==> config.mk <==
export PLATFORM = sky130hd
export DESIGN_NAME = sync_fifo_flags
export DESIGN_NICKNAME = d
export VERILOG_FILES = /design/src/rtl/sync_fifo_flags.sv
export SDC_FILE = /design/constraint.sdc
export NUM_CORES = 1
export LEC_CHECK = 0
export ABC_AREA = 1
export BUFFER_PORTS_ARGS = -buffer_cell sky130_fd_sc_hd__buf_2
export CORE_AREA = 2 2 131 133
export CTS_CLUSTER_DIAMETER = 50
export CTS_CLUSTER_SIZE = 16
export DETAILED_ROUTE_END_ITERATION = 10
export DIE_AREA = 0 0 133 135
export HOLD_SLACK_MARGIN = 0.08
export SETUP_SLACK_MARGIN = 0.3
export SYNTH_ARGS = -nofsm -noshare
export SYNTH_HDL_FRONTEND = slang
export SYNTH_SLANG_ARGS = --single-unit
==> constraint.sdc <==
create_clock -name clk -period 2.5 [get_ports clk]
set_input_delay 0 -clock clk [delete_from_list [all_inputs] [get_ports clk]]
set_output_delay 0 -clock clk [all_outputs]
set_load 0.02 [all_outputs]
==> src/rtl/sync_fifo_flags.sv <==
// Single-clock FIFO with occupancy count, almost-full/almost-empty thresholds
// and one-cycle overflow/underflow pulses. Define SYNC_FIFO_FWFT_EN for first-word-fall-through reads.
module sync_fifo_flags #(
    parameter int DATA_WIDTH    = 16,
    parameter int FIFO_DEPTH    = 8,
    parameter int ADDR_WIDTH    = 3,
    parameter int AFULL_THRESH  = 6,
    parameter int AEMPTY_THRESH = 2
) (
    input  logic                  clk,
    input  logic                  rst_n,
    input  logic                  wr_en,
    input  logic [DATA_WIDTH-1:0] wr_data,
    input  logic                  rd_en,
    output logic [DATA_WIDTH-1:0] rd_data,
    output logic                  rd_valid,
    output logic                  full,
    output logic                  empty,
    output logic                  almost_full,
    output logic                  almost_empty,
    output logic [ADDR_WIDTH:0]   count,
    output logic                  overflow,
    output logic                  underflow
);

    localparam logic [ADDR_WIDTH:0]   DEPTH_C  = (ADDR_WIDTH+1)'(FIFO_DEPTH);
    localparam logic [ADDR_WIDTH:0]   AFULL_C  = (ADDR_WIDTH+1)'(AFULL_THRESH);
    localparam logic [ADDR_WIDTH:0]   AEMPTY_C = (ADDR_WIDTH+1)'(AEMPTY_THRESH);
    localparam logic [ADDR_WIDTH:0]   CNT_ONE  = (ADDR_WIDTH+1)'(1);
    localparam logic [ADDR_WIDTH-1:0] PTR_ONE  = ADDR_WIDTH'(1);

    logic [DATA_WIDTH-1:0] mem_q [FIFO_DEPTH];

    logic [ADDR_WIDTH-1:0] wr_ptr_q, wr_ptr_d;
    logic [ADDR_WIDTH-1:0] rd_ptr_q, rd_ptr_d;
    logic [ADDR_WIDTH:0]   count_q, count_d;
    logic                  overflow_q, overflow_d;
    logic                  underflow_q, underflow_d;
    logic                  full_c, empty_c;
    logic                  wr_acc, rd_acc;

    // Status flags decode only the registered count, so they never glitch on request inputs.
    always_comb begin
        full_c       = (count_q == DEPTH_C);
        empty_c      = (count_q == '0);
        almost_full  = (count_q >= AFULL_C);
        almost_empty = (count_q <= AEMPTY_C);
        full         = full_c;
        empty        = empty_c;
        count        = count_q;
        overflow     = overflow_q;
        underflow    = underflow_q;
    end

    always_comb begin
        wr_acc      = wr_en && !full_c;
        rd_acc      = rd_en && !empty_c;
        overflow_d  = wr_en && full_c;
        underflow_d = rd_en && empty_c;
        wr_ptr_d    = wr_acc ? wr_ptr_q + PTR_ONE : wr_ptr_q;
        rd_ptr_d    = rd_acc ? rd_ptr_q + PTR_ONE : rd_ptr_q;
        case ({wr_acc, rd_acc})
            2'b10:   count_d = count_q + CNT_ONE;
            2'b01:   count_d = count_q - CNT_ONE;
            default: count_d = count_q;
        endcase
    end

    always_ff @(posedge clk or negedge rst_n) begin
        if (!rst_n) begin
            wr_ptr_q    <= '0;
            rd_ptr_q    <= '0;
            count_q     <= '0;
            overflow_q  <= 1'b0;
            underflow_q <= 1'b0;
        end else begin
            wr_ptr_q    <= wr_ptr_d;
            rd_ptr_q    <= rd_ptr_d;
            count_q     <= count_d;
            overflow_q  <= overflow_d;
            underflow_q <= underflow_d;
        end
    end

    // Storage is deliberately not reset; reset only discards it logically via the pointers.
    always_ff @(posedge clk) begin
        if (wr_acc) begin
            mem_q[wr_ptr_q] <= wr_data;
        end
    end

`ifdef SYNC_FIFO_FWFT_EN
    always_comb begin
        rd_data  = mem_q[rd_ptr_q];
        rd_valid = !empty_c;
    end
`else
    logic [DATA_WIDTH-1:0] rd_data_q, rd_data_d;
    logic                  rd_valid_q, rd_valid_d;

    always_comb begin
        rd_data_d  = rd_acc ? mem_q[rd_ptr_q] : rd_data_q;
        rd_valid_d = rd_acc;
        rd_data    = rd_data_q;
        rd_valid   = rd_valid_q;
    end

    always_ff @(posedge clk or negedge rst_n) begin
        if (!rst_n) begin
            rd_data_q  <= '0;
            rd_valid_q <= 1'b0;
        end else begin
            rd_data_q  <= rd_data_d;
            rd_valid_q <= rd_valid_d;
        end
    end
`endif

endmodule

==> results of run 1 <==
==> cell families after synthesis <==
| group | share of synthesized area [%] |
|---|---|
| AND/OR/NAND/NOR | 16.7 |
| XOR/XNOR | 0.945 |
| flip-flops | 71.8 |
| adder cells (fa/ha/maj) | 0.984 |
| AO/OA/AOI/OAI | 5.43 |
| buffers and inverters | 4.13 |
==> stage by stage <==
stage                     util (%)  setup slack, ns
after CTS                     46.4            0.397
after detailed placement      41.4            0.408
final                         46.4            0.444
after global placement        41.4            0.612
after floorplan                  -            0.336
after global routing          46.4            0.283
==> cell type report <==
| type | instances | area [µm²] | share of cell area (%) |
|---|---|---|---|
| multi-input combinational | 337 | 1540 | 20.1 |
| clock buffer | 17 | 425 | 5.58 |
| clock inverter | 14 | 194 | 2.55 |
| tap | 220 | 275 | 3.61 |
| inverter | 17 | 63.8 | 0.837 |
| sequential | 157 | 4570 | 60.0 |
| timing repair buffer | 81 | 553 | 7.26 |
==> layer usage <==
metal / vias to the layer above / global-route usage [%] / part of all wire, %
met5: - / 0 / 0
met4: 0 / 5.73 / 1.6
met3: 14 / 4.32 / 6.8
met2: 133 / 27.4 / 50
met1: 1924 / 20.0 / 42
li1: 1996 / - / -
==> path summary, 6_finish.rpt <==
kind	cells past startpoint	end	slack, ns	from
min in group clk	4	overflow$_DFF_PN0_	0.37	wr_en
hold reg to reg	2	rd_data[6]$_DFFE_PN0P_	0.47	rd_data[6]$_DFFE_PN0P_
hold / removal	2	rd_data[11]$_DFFE_PN0P_	0.18	rst_n
setup / recovery	11	count[2]$_DFFE_PN0P_	0.44	count[0]$_DFFE_PN0P_
setup reg to reg	11	count[2]$_DFFE_PN0P_	0.44	count[0]$_DFFE_PN0P_
max in group asynchronous	2	rd_ptr_q[0]$_DFFE_PN0P_	1.79	rst_n
==> flip-flops by register name (all words and copies together) (netlist names) <==
name	cells
wr_ptr_q	3
rd_ptr_q	3
mem_q	128
underflow	1
rd_data	16
count	4
overflow	1
rd_valid	1
==> worst register-to-register path: stages, from the launching register on <==
cell	delay, ns
dfrtp_2	0.45
nor2_2	0.18
nand3_2	0.13
nand2_2	0.14
ha_2	0.22
nand2_1	0.06
inv_1	0.08
nor2_1	0.06
ha_1	0.18
a21oi_1	0.17
xor2_1	0.16
o21ai_0	0.10
==> cell usage after synthesis, types with 3 or more instances <==
library cell	instances
dfrtp_1	29
o21ai_1	8
edfxtp_1	128
o21ai_0	60
nand2_1	56
nor2_1	142
nand3_1	52
ha_1	5
buf_6	10
buf_4	4
buf_2	5
xor2_1	3
clkbuf_1	7
inv_1	14
==> what timing repair did <==
action,in CTS,in global routing
setup endpoints to repair,0,1
resized for setup,0,4
endpoints found under the hold margin,162,0
hold buffers,19,0
==> where the power goes <==
part	switching, mW	total, mW	leakage [nW]	internal [mW]
logic	2.11	3.08	1.13	0.975
clock network	1.00	2.67	0.289	1.66
registers	0.225	3.61	1.51	3.39
==> metrics, run 1 <==
Syn Std Cell Area=6360 µm²; share of post-route cells with drive strength above 1=17.2%; number of DRC markers in iteration 0=around 350; Mapped Cells=538; Leak=2.94 nW; dominant cell type by area after synthesis=edfxtp_1; DR DRC count=0; clk root buf=clkbuf_16; cts bufs inserted=17; remaining global-route overflow=0; Post-CTS Setup Inserts=0; CTS tree=built; largest cells by area after synthesis=edfxtp_1, dfrtp_1, nor2_1, o21ai_0, nand3_1; worst path bufs/invs=1; PwrDens=~1200 nW/µm²; chip width=about 130 µm; antenna violations before repair=0; Max Cap Viol=0; Yosys reg bits=around 160; largest net degree at the start of global routing=66; final max-slew violation count=0; Bufs on Longest Clock Path=2; Netlist cell types=24; unrepaired setup endpoints after global routing=no; number of global-route vias before repair=3955; Post-Route WL=roughly 14000 µm; HP Class=primary input to async pin; Worst-Skew Late Latency=between 0.4 and 0.5 ns; sequential-to-total area share from yosys stat=a little under three quarters; most frequent cells in the layout=nor2_1, edfxtp_1, o21ai_0; Worst-Margin Slew=0.992 ns; fin crit period=a little over 2 ns; row count=between 40 and 50; CP Capture Type=register; Final setup viols=0; Tot GR Track Use=16.1%; Buffers on Ports=46; RePlAce Congestion=~0.8; clk sinks=157; vias per cell=slightly below 5; Die Y=135 µm; area fraction of the dominant cell type after synthesis=between 60% and 70%; worst endpoint required time=between 2 and 3 ns; fin area=7620 µm²; average footprint of a synthesized cell=11.8 µm²; die area=18000 µm²; status=finished, final reports clean; Max IR drop VDD=0.630 mV; IO Count=47; Hold Vio Cnt, Final=0; Worst setup SP type=register; nets=around 640; Synth Flop Type=edfxtp_1; CP Class=register to register; overall power=9.37 mW; first-pass GRT wire length=21400 µm; relative slew slack=33.8%; critical path fanouts, max=6; DP HPWL=7650 µm; Starting Density=38.8%; diode count=0; Reg clk slew, reported paths=around 0.060 ns; placed insts=793; Worst Path Arrival=2.34 ns; Ys Warns=0; number of flops mapped to enable cells by yosys=about 130; Fmax=486 MHz; wire length per cell=16.4 µm; setup TNS=0 ns; antenna viol nets, final=0; Clock Skews=0.0143 ns; # fillers=1487; cell area after placement=between 6000 and 7000 µm²; slowest cell delay on critical path=0.45 ns; Max H-tree Level=4; Critical-path top delay cell=dfrtp_2; Net Count, Synth=563; DR pass1 iterations=5; WHS=0.184 ns; Core Area=16400 µm²; most common cell after layout, fill and taps aside=nor2_1; Syn-to-layout area delta=19.8%; CP top delay family=simple AND/OR/NAND/NOR gates; crit-path cells=nor2_2 -> nand3_2 -> nand2_2 -> ha_2 -> nand2_1 -> inv_1 -> nor2_1 -> ha_1 -> a21oi_1 -> xor2_1 -> o21ai_0; DR vias=4067; ys async rst share=approximately 18%; final worst-path cycle share=between 80% and 90%; Final Non-Filler Cells=around 840
Note: power is estimated with default switching activity, not from simulation.
==> run 2, diff against run 1 <==
- clock period: 2.5 -> 1.95 ns (I/O delays scaled with it)
==> metrics, run 2 (synthesized netlist as in run 1, its figures left out) <==
relative slew slack=44.4% (was 33.8%); Setup WS post-layout=0.180 ns (was 0.444 ns); Reg clk slew, reported paths=0.06 ns (about the same); status=finished, final reports clean (unchanged); Max Cap Viol=0 (unchanged); DR DRC count=0 (unchanged); PwrDens=1550 nW/µm² (was 1230 nW/µm²); clk root buf=clkbuf_16 (unchanged); RePlAce Congestion=0.782 (was 0.789); CTS tree=built (unchanged); final max-slew violation count=0 (unchanged); Biggest register=mem_q (unchanged); DP HPWL=8210 µm (was 7650 µm); Core Area=16400 µm² (unchanged); setup slack, reg-to-reg=0.18 ns (was 0.44 ns); clk sinks=157 (unchanged); max reg flops=128 (unchanged); number of global-route vias before repair=4268 (was 3955); Bufs on Longest Clock Path=2 (unchanged); HP Class=primary input to async pin (unchanged); worst r2r path cells=11 (unchanged); Final setup viols=0 (unchanged); R2R Path End=count[2]$_DFFE_PN0P_ (unchanged); chip width=133 µm (unchanged); wire length per cell=16.3 µm (was 16.4 µm); Leak=3.06 nW (was 2.94 nW); DR pass1 iterations=4 (was 5); # fillers=1400 (was 1487); Fmax=565 MHz (was 486 MHz); Buffers on Ports=46 (unchanged); Worst setup SP type=register (unchanged); worst r2r src=count[1]$_DFFE_PN0P_ (was count[0]$_DFFE_PN0P_); Post-Route WL=14200 µm (was 13800 µm); most common cell after layout, fill and taps aside=nor2_1 (unchanged); Max IR drop VDD=0.816 mV (was 0.630 mV); placed insts=803 (was 793); DR vias=4215 (was 4067); slowest cell delay on critical path=0.43 ns (was 0.45 ns); Worst-Skew Late Latency=0.43 ns (about the same); Worst-Margin Slew=0.834 ns (was 0.992 ns); worst endpoint required time=2.25 ns (was 2.78 ns); Hold Vio Cnt, Final=0 (unchanged); remaining global-route overflow=0 (unchanged); final worst-path cycle share=90.8% (was 82.3%); share of post-route cells with drive strength above 1=23.5% (was 17.2%); first-pass GRT wire length=22600 µm (was 21400 µm); die area=18000 µm² (unchanged); IO Count=47 (unchanged); antenna viol nets, final=0 (unchanged); Syn-to-layout area delta=25.6% (was 19.8%); crit-path cells=nor2_4 -> nand3_4 -> nand2_4 -> ha_4 -> nand2_2 -> inv_2 -> nor2_4 -> ha_4 -> a21oi_2 -> xor2_1 -> o21ai_1 (was nor2_2 -> nand3_2 -> nand2_2 -> ha_2 -> nand2_1 -> inv_1 -> nor2_1 -> ha_1 -> a21oi_1 -> xor2_1 -> o21ai_0); CP Class=register to register (unchanged); largest net degree at the start of global routing=38 (was 66); setup TNS=0 ns (unchanged); diode count=0 (unchanged); worst path bufs/invs=1 (unchanged); Critical-path top delay cell=dfrtp_2 (unchanged); unrepaired setup endpoints after global routing=yes (was no); Max H-tree Level=4 (unchanged); number of DRC markers in iteration 0=253 (was 354); Worst Path Arrival=2.07 ns (was 2.34 ns); pre-CTS setup slack=0.0801 ns (was 0.408 ns); antenna violations before repair=0 (unchanged); Die Y=135 µm (unchanged); fin crit period=1.77 ns (was 2.06 ns); Tot GR Track Use=16.7% (was 16.1%); critical path fanouts, max=5 (was 6); nets=662 (was 636); Final Non-Filler Cells=870 (was 843); Clock Skews=0.0141 ns (was 0.0143 ns); Starting Density=38.8% (unchanged); CP top delay family=simple AND/OR/NAND/NOR gates (unchanged); overall power=12.4 mW (was 9.37 mW); CP Capture Type=register (unchanged); row count=47 (unchanged); cts bufs inserted=17 (unchanged); vias per cell=4.84 (was 4.82); most frequent cells in the layout=nor2_1, edfxtp_1, o21ai_0 (unchanged)
==> run 2: changes by cell type in the layout (fill, tap and decap cells not counted), sizes merged <==
cell,before,now
buf,62,88
bufinv,4,2
clkbuf,17,20
==> run 2: cell type report <==
cell class | instances | area [µm²] | area share (%)
clock inverter | 12 | 120 | 1.50
sequential | 157 | 4580 | 57.3
multi-input combinational | 337 | 1700 | 21.3
clock buffer | 20 | 447 | 5.59
timing repair buffer | 107 | 802 | 10.0
inverter | 17 | 66.3 | 0.830
tap | 220 | 275 | 3.45
==> run 2: worst register-to-register path, delay by kind of cell (launching register included) <==
| kind | cells | cell delay (ns) |
|---|---|---|
| fa+ha+maj | 2 | 0.32 |
| compound gates | 2 | 0.20 |
| simple gates | 5 | 0.46 |
| buf+inv | 1 | 0.08 |
| xor+xnor | 1 | 0.17 |
| flops | 1 | 0.43 |
==> run 2: worst max-delay path by stage <==
stage,startpoint,endpoint,slack [ns],cells past startpoint
3_3_place_gp,count[1]$_DFFE_PN0P_,count[2]$_DFFE_PN0P_,0.18,11
6_report,count[1]$_DFFE_PN0P_,count[2]$_DFFE_PN0P_,0.18,11
3_5_place_dp,count[1]$_DFFE_PN0P_,count[2]$_DFFE_PN0P_,0.08,11
2_1_floorplan,count[1]$_DFFE_PN0P_,count[2]$_DFFE_PN0P_,0.03,12
5_1_grt,count[1]$_DFFE_PN0P_,count[2]$_DFFE_PN0P_,0.10,11
4_1_cts,count[0]$_DFFE_PN0P_,count[2]$_DFFE_PN0P_,0.23,12
==> run 2: power by group <==
| group | switching [mW] | internal [mW] | total [mW] |
|---|---|---|---|
| clock | 1.25 | 1.90 | 3.15 |
| sequential | 0.326 | 4.35 | 4.68 |
| combinational | 2.92 | 1.64 | 4.56 |
| total | 4.49 | 7.90 | 12.4 |
==> run 2: timing repair <==
| item | CTS | global route |
|---|---|---|
| hold buffers | 19 | 0 |
| resized for setup | 18 | 12 |
| buffers inserted | 13 | 3 |
| setup endpoints to repair | 73 | 140 |
| hold endpoints to repair | 162 | 0 |
| pin swaps | 15 | 6 |
==> run 2: stage by stage <==
step / utilization, % / hold WS [ns] / instance area (µm²)
2_1_floorplan: - / -0.296 / 6470
3_3_place_gp: 42.6 / 0.134 / 6990
3_5_place_dp: 42.6 / 0.164 / 6990
4_1_cts: 48.2 / 0.251 / 7920
5_1_grt: 48.7 / 0.304 / 7990
6_report: 48.7 / 0.224 / 7990
==> run 2: layer usage <==
metal  GRT usage, %  wire length [µm]  vias to the layer above
li1               -                 -                     2047
met1           21.8              6370                     2071
met2           27.8              7030                       81
met3           3.08               573                       16
met4           6.81               230                        0
met5              0                 0                        -
==> run 3, diff against run 2 <==
- BUFFER_PORTS_ARGS: -buffer_cell sky130_fd_sc_hd__buf_2 -> not set
- CTS_CLUSTER_DIAMETER: 50 -> not set
- DONT_BUFFER_PORTS: not set -> 1
==> metrics, run 3 (synthesized netlist as in run 1, its figures left out) <==
status=finished, final reports clean (unchanged); Reg clk slew, reported paths=0.06 ns (about the same); Syn-to-layout area delta=24.1% (was 25.6%); Biggest register=mem_q (unchanged); RePlAce Congestion=0.726 (was 0.782); DR DRC count=0 (unchanged); cts bufs inserted=17 (unchanged); DP HPWL=8370 µm (was 8210 µm); Max H-tree Level=4 (unchanged); Core Area=16400 µm² (unchanged); HP Class=primary input to async pin (unchanged); largest net degree at the start of global routing=38 (unchanged); Max IR drop VDD=0.859 mV (was 0.816 mV); Worst Path Arrival=2.07 ns (about the same); vias per cell=4.96 (was 4.84); diode count=0 (unchanged); Worst setup SP type=register (unchanged); chip width=133 µm (unchanged); CTS tree=built (unchanged); CP Capture Type=register (unchanged); number of global-route vias before repair=4183 (was 4268); critical path fanouts, max=4 (was 5); antenna viol nets, final=0 (unchanged); final max-slew violation count=0 (unchanged); Hold Vio Cnt, Final=0 (unchanged); wire length per cell=17.2 µm (was 16.3 µm); first-pass GRT wire length=22400 µm (was 22600 µm); Final setup viols=0 (unchanged); share of post-route cells with drive strength above 1=17.6% (was 23.5%); Worst-Margin Slew=0.404 ns (was 0.834 ns); Worst-Skew Late Latency=0.42 ns (was 0.43 ns); setup TNS=0 ns (unchanged); remaining global-route overflow=0 (unchanged); Leak=2.92 nW (was 3.06 nW); unrepaired setup endpoints after global routing=yes (unchanged); final worst-path cycle share=90.5% (was 90.8%); die area=18000 µm² (unchanged); most common cell after layout, fill and taps aside=nor2_1 (unchanged); row count=47 (unchanged); crit-path cells=nor2_4 -> nand3_4 -> nand2_4 -> ha_4 -> nand2_2 -> inv_2 -> nor2_4 -> ha_4 -> a21oi_2 -> xor2_1 -> o21ai_1 (unchanged); Tot GR Track Use=16.8% (was 16.7%); number of DRC markers in iteration 0=334 (was 253); Starting Density=38.8% (unchanged); antenna violations before repair=0 (unchanged); clk root buf=clkbuf_16 (unchanged); Clock Skews=0.00858 ns (was 0.0141 ns); Die Y=135 µm (unchanged); clk sinks=157 (unchanged); DR vias=4110 (was 4215); Max Cap Viol=0 (unchanged); DR pass1 iterations=5 (was 4); worst r2r src=count[1]$_DFFE_PN0P_ (unchanged); worst endpoint required time=2.26 ns (was 2.25 ns); IO Count=47 (unchanged); Bufs on Longest Clock Path=2 (unchanged); max reg flops=128 (unchanged); relative slew slack=73.1% (was 44.4%); Critical-path top delay cell=dfrtp_2 (unchanged); most frequent cells in the layout=nor2_1, edfxtp_1, o21ai_0 (unchanged); overall power=12.3 mW (was 12.4 mW); fin crit period=1.76 ns (was 1.77 ns); Worst Setup SP=count[1]$_DFFE_PN0P_ (unchanged); CP Class=register to register (unchanged); Buffers on Ports=0 (was 46); slowest cell delay on critical path=0.42 ns (was 0.43 ns); Fmax=567 MHz (was 565 MHz); PwrDens=1550 nW/µm² (about the same); nets=621 (was 662); Post-Route WL=14300 µm (was 14200 µm)
==> run 3: cell count changes in the layout (fill, tap and decap cells not counted), sizes merged <==
cell,change
clkbuf,+5
buf,-43
dlygate4sd3,+2
clkinv,-2
inv,-3
==> run 3: cell type report <==
cell class / count / area, µm²
Tap cell: 220 / 275
Clock buffer: 25 / 475
Fill cell: 1394 / 8510
Sequential cell: 157 / 4580
Inverter: 17 / 78.8
Clock inverter: 7 / 88.8
Timing Repair Buffer: 66 / 709
Multi-Input combinational cell: 337 / 1690
==> run 3: path summary, 6_finish.rpt <==
kind / endpoint / cells past startpoint / slack (ns)
min in group clk: overflow$_DFF_PN0_ / 3 / 0.25
min reg2reg: rd_data[1]$_DFFE_PN0P_ / 4 / 0.59
min: underflow$_DFF_PN0_ / 3 / 0.11
max: count[2]$_DFFE_PN0P_ / 11 / 0.19
max in group asynchronous: rd_ptr_q[0]$_DFFE_PN0P_ / 3 / 1.64
max reg2reg: count[2]$_DFFE_PN0P_ / 11 / 0.19
==> run 3: repair_timing <==
action,in CTS,in global routing
endpoints found under the setup margin,95,95
pin swaps,12,8
setup buffers,9,3
hold buffers,22,1
cloned,0,0
resized for setup,19,12
endpoints found under the hold margin,182,4
==> run 3: where the power goes <==
group | internal, mW | switching [mW] | leakage [nW]
clock network | 1.94 | 1.23 | 0.269
logic | 1.54 | 2.63 | 1.14
registers | 4.35 | 0.570 | 1.51
==> run 3: through the flow <==
step	utilization (%)	setup slack (ns)	std cells	hold slack (ns)	area [µm²]
after global placement	41.7	0.162	762	-0.294	6850
after floorplan	-	0.0274	538	-0.296	6470
after CTS	47.6	0.225	825	-0.0979	7810
after detailed placement	41.7	0.0506	762	-0.294	6850
after global routing	48.1	0.0965	829	0.126	7890
final	48.1	0.185	829	0.109	7890
==> run 3: critical path, delay by kind of cell, from the launching register on <==
| family | cells | cell delay (ns) |
|---|---|---|
| and+or+nand+nor | 5 | 0.47 |
| buffers and inverters | 1 | 0.09 |
| xor gates and xnor gates | 1 | 0.15 |
| AOI/OAI and AO/OA | 2 | 0.19 |
| DFF | 1 | 0.42 |
| adders and majority gates | 2 | 0.32 |
==> run 3: layer usage <==
layer	part of all wire, %	up-vias	GRT usage, %
met5	0	-	0
met1	44	2004	21.7
met3	6.3	20	4.92
met2	48	122	27.0
li1	-	1964	-
met4	1.8	0	6.27
